<file path="config.mk">
export PLATFORM = sky130hd
export DESIGN_NAME = fifo_read_arbiter
export DESIGN_NICKNAME = d
export VERILOG_FILES = /design/src/rtl/fifo_read_arbiter.sv
export SDC_FILE = /design/constraint.sdc
export NUM_CORES = 1
export LEC_CHECK = 0
export BUFFER_PORTS_ARGS = -buffer_cell sky130_fd_sc_hd__buf_4
export CORE_AREA = 2 2 39 41
export DETAILED_ROUTE_END_ITERATION = 8
export DIE_AREA = 0 0 41 43
export GPL_TIMING_DRIVEN = 0
export PLACE_DENSITY = 0.75
export SLEW_MARGIN = 20
export SYNTH_ARGS = -nofsm -noshare
export SYNTH_HDL_FRONTEND = slang
export SYNTH_SLANG_ARGS = --single-unit
</file>
<file path="constraint.sdc">
create_clock -name rclk -period 3 [get_ports rclk]
set_input_delay 0.3 -clock rclk [delete_from_list [all_inputs] [get_ports rclk]]
set_output_delay 0.3 -clock rclk [all_outputs]
set_load 0.03 [all_outputs]
</file>
<file path="src/rtl/fifo_read_arbiter.sv">
// Shares one async-FIFO read port among NREQ read-domain consumers, granting bursts of up to BURST words.
// Define FIFO_ARB_FIXED_PRIO_EN for fixed lowest-index-wins priority instead of round-robin.
module fifo_read_arbiter #(
    parameter int NREQ       = 2,
    parameter int DATA_WIDTH = 8,
    parameter int BURST      = 4
) (
    input  logic                  rclk,
    input  logic                  rrst,
    input  logic [NREQ-1:0]       req,
    input  logic [NREQ-1:0]       rdy,
    input  logic                  fifo_rempty,
    input  logic [DATA_WIDTH-1:0] fifo_rdata,
    output logic                  fifo_rinc,
    output logic [NREQ-1:0]       gnt,
    output logic                  out_valid,
    output logic [DATA_WIDTH-1:0] out_data,
    output logic                  out_last
);

    localparam int IW = (NREQ > 1) ? $clog2(NREQ) : 1;
    localparam int CW = $clog2(BURST) + 1;

    typedef enum logic {
        IDLE,
        XFER
    } state_t;

    state_t          state;
    state_t          state_next;
    logic [NREQ-1:0] gnt_next;
    logic [IW-1:0]   gidx;
    logic [IW-1:0]   gidx_next;
    logic [CW-1:0]   count;
    logic [CW-1:0]   count_next;
    logic            winner_found;
    logic [IW-1:0]   winner;
    logic            fire;
    logic            last_word;

`ifndef FIFO_ARB_FIXED_PRIO_EN
    logic [IW-1:0]   rr_last;
    logic [IW-1:0]   rr_last_next;

    function automatic logic [IW-1:0] wrap_idx(input logic [IW-1:0] base, input int off);
        int s;
        s = int'(base) + off;
        if (s >= NREQ) s = s - NREQ;
        return IW'(s);
    endfunction
`endif

    // Descending scan so the highest-priority candidate is assigned last.
    always_comb begin
        winner_found = 1'b0;
        winner       = '0;
`ifdef FIFO_ARB_FIXED_PRIO_EN
        for (int i = NREQ - 1; i >= 0; i--) begin
            if (req[IW'(i)]) begin
                winner_found = 1'b1;
                winner       = IW'(i);
            end
        end
`else
        for (int k = NREQ; k >= 1; k--) begin
            if (req[wrap_idx(rr_last, k)]) begin
                winner_found = 1'b1;
                winner       = wrap_idx(rr_last, k);
            end
        end
`endif
    end

    assign last_word = (count == CW'(BURST - 1));
    assign fire      = (state == XFER) & ~fifo_rempty & req[gidx] & rdy[gidx] & ~rrst;

    always_ff @(posedge rclk) begin
        if (rrst) begin
            state   <= IDLE;
            gnt     <= '0;
            gidx    <= '0;
            count   <= '0;
`ifndef FIFO_ARB_FIXED_PRIO_EN
            rr_last <= IW'(NREQ - 1);
`endif
        end else begin
            state   <= state_next;
            gnt     <= gnt_next;
            gidx    <= gidx_next;
            count   <= count_next;
`ifndef FIFO_ARB_FIXED_PRIO_EN
            rr_last <= rr_last_next;
`endif
        end
    end

    always_comb begin
        state_next   = state;
        gnt_next     = gnt;
        gidx_next    = gidx;
        count_next   = count;
`ifndef FIFO_ARB_FIXED_PRIO_EN
        rr_last_next = rr_last;
`endif
        case (state)
            IDLE: begin
                if (winner_found && !fifo_rempty) begin
                    state_next   = XFER;
                    gnt_next     = {{(NREQ-1){1'b0}}, 1'b1} << winner;
                    gidx_next    = winner;
                    count_next   = '0;
`ifndef FIFO_ARB_FIXED_PRIO_EN
                    rr_last_next = winner;
`endif
                end
            end
            XFER: begin
                // Any release goes through IDLE, which gives the one-cycle re-arbitration bubble.
                if ((fire && last_word) || !req[gidx] || fifo_rempty) begin
                    state_next = IDLE;
                    gnt_next   = '0;
                    count_next = '0;
                end else if (fire) begin
                    count_next = count + 1'b1;
                end
            end
            default: begin
                state_next = IDLE;
                gnt_next   = '0;
                count_next = '0;
            end
        endcase
    end

    always_comb begin
        fifo_rinc = fire;
        out_data  = fifo_rdata;
        out_valid = 1'b0;
        out_last  = 1'b0;
        if (state == XFER && !rrst) begin
            out_valid = ~fifo_rempty;
            out_last  = ~fifo_rempty & last_word;
        end
    end

endmodule
</file>
==> report_table.html <==
<table>
<tr><th>Metric</th><th>Value</th></tr>
<tr><th colspan="2">Min path</th></tr>
<tr><td>Worst min path class</td><td>in -&gt; reg</td></tr>
<tr><th colspan="2">Die</th></tr>
<tr><td>Die Area</td><td>0.00176 sq mm</td></tr>
<tr><td>Core Rows</td><td>14</td></tr>
<tr><td>Die width</td><td>41 um</td></tr>
<tr><td>Io pins</td><td>28</td></tr>
<tr><td>Initial standard-cell utilization of the core</td><td>0.372</td></tr>
<tr><td>Vertical die dimension</td><td>roughly 43 um</td></tr>
<tr><td>Floorplan core area</td><td>between 0.001 and 0.0015 sq mm</td></tr>
<tr><th colspan="2">Global route</th></tr>
<tr><td>Vias in the first global route</td><td>about 380</td></tr>
<tr><td>Overflow left after global routing</td><td>0</td></tr>
<tr><td>Total track usage</td><td>0.135</td></tr>
<tr><td>Antenna violations before repair</td><td>0</td></tr>
<tr><td>Wire length of the first global-routing pass</td><td>1.57 mm</td></tr>
<tr><td>Maximum number of pins on one net before global-route repair</td><td>11</td></tr>
<tr><th colspan="2">Logic synthesis</th></tr>
<tr><td>Number of storage elements in the synthesis netlist</td><td>8</td></tr>
<tr><td>Distinct cell type count of the synthesized netlist</td><td>27</td></tr>
<tr><td>Register area share after synthesis</td><td>0.311</td></tr>
<tr><td>Number of synthesized flops with an enable pin</td><td>0</td></tr>
<tr><td>Most frequently used flop master after synthesis</td><td>sky130_fd_sc_hd__dfxtp_1</td></tr>
<tr><td>Post-synthesis xor/xnor area fraction</td><td>0</td></tr>
<tr><td>Cell accounting for the most synthesized area</td><td>sky130_fd_sc_hd__dfxtp_1</td></tr>
<tr><td>Area share of the leading cell type in the synthesized netlist</td><td>0.311</td></tr>
<tr><td>Proportion of synthesized flip-flops having asynchronous set or reset</td><td>0</td></tr>
<tr><td>Compound-Gate Fraction of Synth Area</td><td>0.170</td></tr>
<tr><td>Area share of and/or/nand/nor cells after synthesis</td><td>0.217</td></tr>
<tr><td>Post-Synthesis Net Count</td><td>77</td></tr>
<tr><td>Multiplexer share of the synthesized area</td><td>0.112</td></tr>
<tr><td>Post-Synthesis Cells</td><td>60</td></tr>
<tr><td>Per-instance average area after synthesis</td><td>approximately 8.6 sq um</td></tr>
<tr><td>Area of the mapped netlist</td><td>514 sq um</td></tr>
<tr><td>Adder-Cell Fraction of Synth Area</td><td>0.0487</td></tr>
<tr><td>Largest family of logic cells by synthesized area</td><td>simple AND/OR/NAND/NOR gates</td></tr>
<tr><td>Number of warnings printed during yosys synthesis</td><td>0</td></tr>
<tr><td>Cells taking the most area after synthesis</td><td>sky130_fd_sc_hd__dfxtp_1 31%, sky130_fd_sc_hd__buf_4 12%, sky130_fd_sc_hd__nor2_1 5.1%</td></tr>
<tr><th colspan="2">Setup path</th></tr>
<tr><td>Top delay family on crit path</td><td>compound AO/OA/AOI/OAI gates</td></tr>
<tr><td>Crit path launch type</td><td>flop</td></tr>
<tr><td>CP Cell Sequence</td><td>ha_1 &gt; ha_1 &gt; and3b_1 &gt; a211oi_1 &gt; o21ai_0 &gt; a21oi_1</td></tr>
<tr><td>Most repeated library cell on the critical path</td><td>sky130_fd_sc_hd__ha_1</td></tr>
<tr><td>Standard cell with the maximum stage delay on the critical path</td><td>sky130_fd_sc_hd__a211oi_1</td></tr>
<tr><td>Crit Path Class</td><td>reg -&gt; reg</td></tr>
<tr><td>Peak fanout along the critical path</td><td>3</td></tr>
<tr><td>Kind of capture point of the worst setup path</td><td>flop</td></tr>
<tr><td>Critical path required time</td><td>3190 ps</td></tr>
<tr><td>Maximum cell stage delay along the critical path</td><td>410 ps</td></tr>
<tr><td>Crit path buffers/inverters</td><td>0</td></tr>
<tr><td>Worst EP arrival</td><td>around 1800 ps</td></tr>
<tr><th colspan="2">Clock network</th></tr>
<tr><td>Post-CTS resize count</td><td>0</td></tr>
<tr><td># H-tree levels</td><td>1</td></tr>
<tr><td>Number of setup buffers added after CTS</td><td>0</td></tr>
<tr><td>Root Buffer Master</td><td>sky130_fd_sc_hd__clkbuf_4</td></tr>
<tr><td>Clk sinks</td><td>8</td></tr>
<tr><td>Clk pin slew, worst setup/hold paths</td><td>50 ps</td></tr>
<tr><td>TritonCTS clock tree</td><td>done</td></tr>
<tr><td>Clk buf depth</td><td>2</td></tr>
<tr><td>TritonCTS buffer count</td><td>3</td></tr>
<tr><td>Clock insertion delay at the later pin of the skew report</td><td>250 ps</td></tr>
<tr><td>Hold buffer count at cts</td><td>0</td></tr>
<tr><th colspan="2">Outcome</th></tr>
<tr><td>Result of the run</td><td>finished, final reports clean</td></tr>
<tr><th colspan="2">Pwr</th></tr>
<tr><td>Leak pwr</td><td>0.332 nW</td></tr>
<tr><td>Total power density per cell area</td><td>387 mW/mm^2</td></tr>
<tr><td>Max VDD drop</td><td>0.193 mV</td></tr>
<tr><th colspan="2">Layout</th></tr>
<tr><td>Antenna diode count</td><td>0</td></tr>
<tr><td>Top library cells by usage in the layout, fill and taps aside</td><td>26 x sky130_fd_sc_hd__buf_4, 8 x sky130_fd_sc_hd__dfxtp_1, 7 x sky130_fd_sc_hd__nor2_1, 4 x sky130_fd_sc_hd__nand2_1</td></tr>
<tr><td>Area growth from synthesis to layout</td><td>34.6%</td></tr>
<tr><td>Post-route design area</td><td>692 sq um</td></tr>
<tr><td>Most common library cell in the layout ignoring fill and taps</td><td>sky130_fd_sc_hd__buf_4</td></tr>
<tr><td>Fraction of layout cells with a size suffix above 1</td><td>0.432</td></tr>
<tr><td>Net count reported at finish</td><td>100</td></tr>
<tr><td>Fill cells</td><td>140</td></tr>
<tr><th colspan="2">Detailed routing</th></tr>
<tr><td>Vias per cell</td><td>4.73</td></tr>
<tr><td>Drt first-iter violations</td><td>9</td></tr>
<tr><td>Total Wirelength</td><td>963 um</td></tr>
<tr><td>Total routed wire length on the met1 layer</td><td>416 um</td></tr>
<tr><td>Total via count in the routed design</td><td>459</td></tr>
<tr><td>Met3 WL post-DR</td><td>between 90 and 100 um</td></tr>
<tr><td>Remaining DRCs</td><td>0</td></tr>
<tr><td>Post-DRT Antenna Nets</td><td>0</td></tr>
<tr><td>Detailed route wirelength on metal2</td><td>around 430 um</td></tr>
<tr><td>DR pass1 iterations</td><td>4</td></tr>
<tr><td>Average detailed-routed wire length per instance</td><td>9.93 um</td></tr>
<tr><td>Top layer in use</td><td>met4</td></tr>
<tr><th colspan="2">Placed design</th></tr>
<tr><td>Worst slack after detailed placement</td><td>around 1400 ps</td></tr>
<tr><td>Half-perimeter wire length after detailed placement</td><td>785 um</td></tr>
<tr><td>Placed Area</td><td>669 sq um</td></tr>
<tr><td>Last weighted congestion value of the routability-driven placer</td><td>0.729</td></tr>
<tr><td>Buffers added on ports</td><td>18</td></tr>
<tr><th colspan="2">STA</th></tr>
<tr><td>Final setup fails</td><td>0</td></tr>
<tr><td>Max_slew headroom</td><td>0.716</td></tr>
<tr><td>Min Clock Period, post-route</td><td>approximately 1600 ps</td></tr>
<tr><td>Total negative slack</td><td>0 ps</td></tr>
<tr><td>Min Hold Slack</td><td>318 ps</td></tr>
<tr><td>Max frequency</td><td>approximately 600 MHz</td></tr>
<tr><td>Final hold vios</td><td>0</td></tr>
<tr><td>RSZ-0062 raised after global routing</td><td>no</td></tr>
<tr><td>Worst-case setup margin in the final layout</td><td>1350 ps</td></tr>
<tr><td>Final Max Slew Viols</td><td>0</td></tr>
<tr><td>Share of the clock period used by the worst path after layout</td><td>0.549</td></tr>
<tr><td>Actual slew at the worst max-slew pin</td><td>423 ps</td></tr>
<tr><td>Worst-case clock skew</td><td>5.37 ps</td></tr>
<tr><th colspan="2">Flow run</th></tr>
<tr><td>Maximum Capacitance Violations</td><td>0</td></tr>
</table>
## metrics by stage
step / utilization / std cells / total power (W)
2_1_floorplan: - / 60 / 0.000166
4_1_cts: 0.500 / 97 / 0.000274
5_1_grt: 0.500 / 97 / 0.000285
3_5_place_dp: 0.484 / 94 / 0.000188
3_3_place_gp: 0.484 / 94 / 0.000188
6_report: 0.500 / 97 / 0.000268
## sequential cells by signal (all words and copies together), names as in the netlist
register,flops
count,3
rr_last,1
state,1
gidx,1
gnt,2
## power by group
| part | switching (W) | total, W | internal [W] |
|---|---|---|---|
| Combinational | 0.0000366 | 0.0000699 | 0.0000333 |
| Clock | 0.0000359 | 0.0000817 | 0.0000457 |
| Sequential | 0.00000447 | 0.000116 | 0.000112 |
| Total | 0.0000770 | 0.000268 | 0.000191 |
## per-layer routing
layer | up-vias | track usage
met5 | - | 0
met4 | 0 | 0.120
met3 | 2 | 0.0314
met2 | 23 | 0.172
met1 | 193 | 0.178
li1 | 241 | -
## area by class of cell
type	count	area, sq um	share of cell area
buffer	9	65.1	0.0940
clock buffer	3	22.5	0.0325
inverter	2	7.51	0.0108
multi-input combinational	41	282	0.407
sequential	8	160	0.231
tap	16	20.0	0.0289
timing repair buffer	18	135	0.195
## Yosys cell counts, types with 2 or more instances
| cell | count |
|---|---|
| sky130_fd_sc_hd__inv_1 | 2 |
| sky130_fd_sc_hd__a21oi_1 | 3 |
| sky130_fd_sc_hd__ha_1 | 2 |
| sky130_fd_sc_hd__mux2i_1 | 2 |
| sky130_fd_sc_hd__o21a_1 | 2 |
| sky130_fd_sc_hd__nand2b_1 | 2 |
| sky130_fd_sc_hd__and2_1 | 2 |
| sky130_fd_sc_hd__nand2_1 | 4 |
| sky130_fd_sc_hd__buf_4 | 8 |
| sky130_fd_sc_hd__nor2_1 | 7 |
| sky130_fd_sc_hd__mux2_1 | 2 |
| sky130_fd_sc_hd__o21ai_0 | 2 |
| sky130_fd_sc_hd__dfxtp_1 | 8 |
## final timing paths
kind | from | endpoint | slack, ps | cells after the start
hold / removal | rrst | state | 320 | 2
hold reg to reg | rr_last | rr_last | 460 | 2
setup / recovery | count[0] | gnt[1] | 1350 | 6
setup reg to reg | count[0] | gnt[1] | 1350 | 6
## logic make-up (layout without fill, tap and decap cells)
kind of cell	Yosys count	in the layout
DFF	8	8
AOI/OAI and AO/OA	12	12
buffers and inverters	11	32
muxes	5	5
and+or+nand+nor	22	22
adders and majority gates	2	2
No activity file was read; power rests on OpenSTA's default activity.
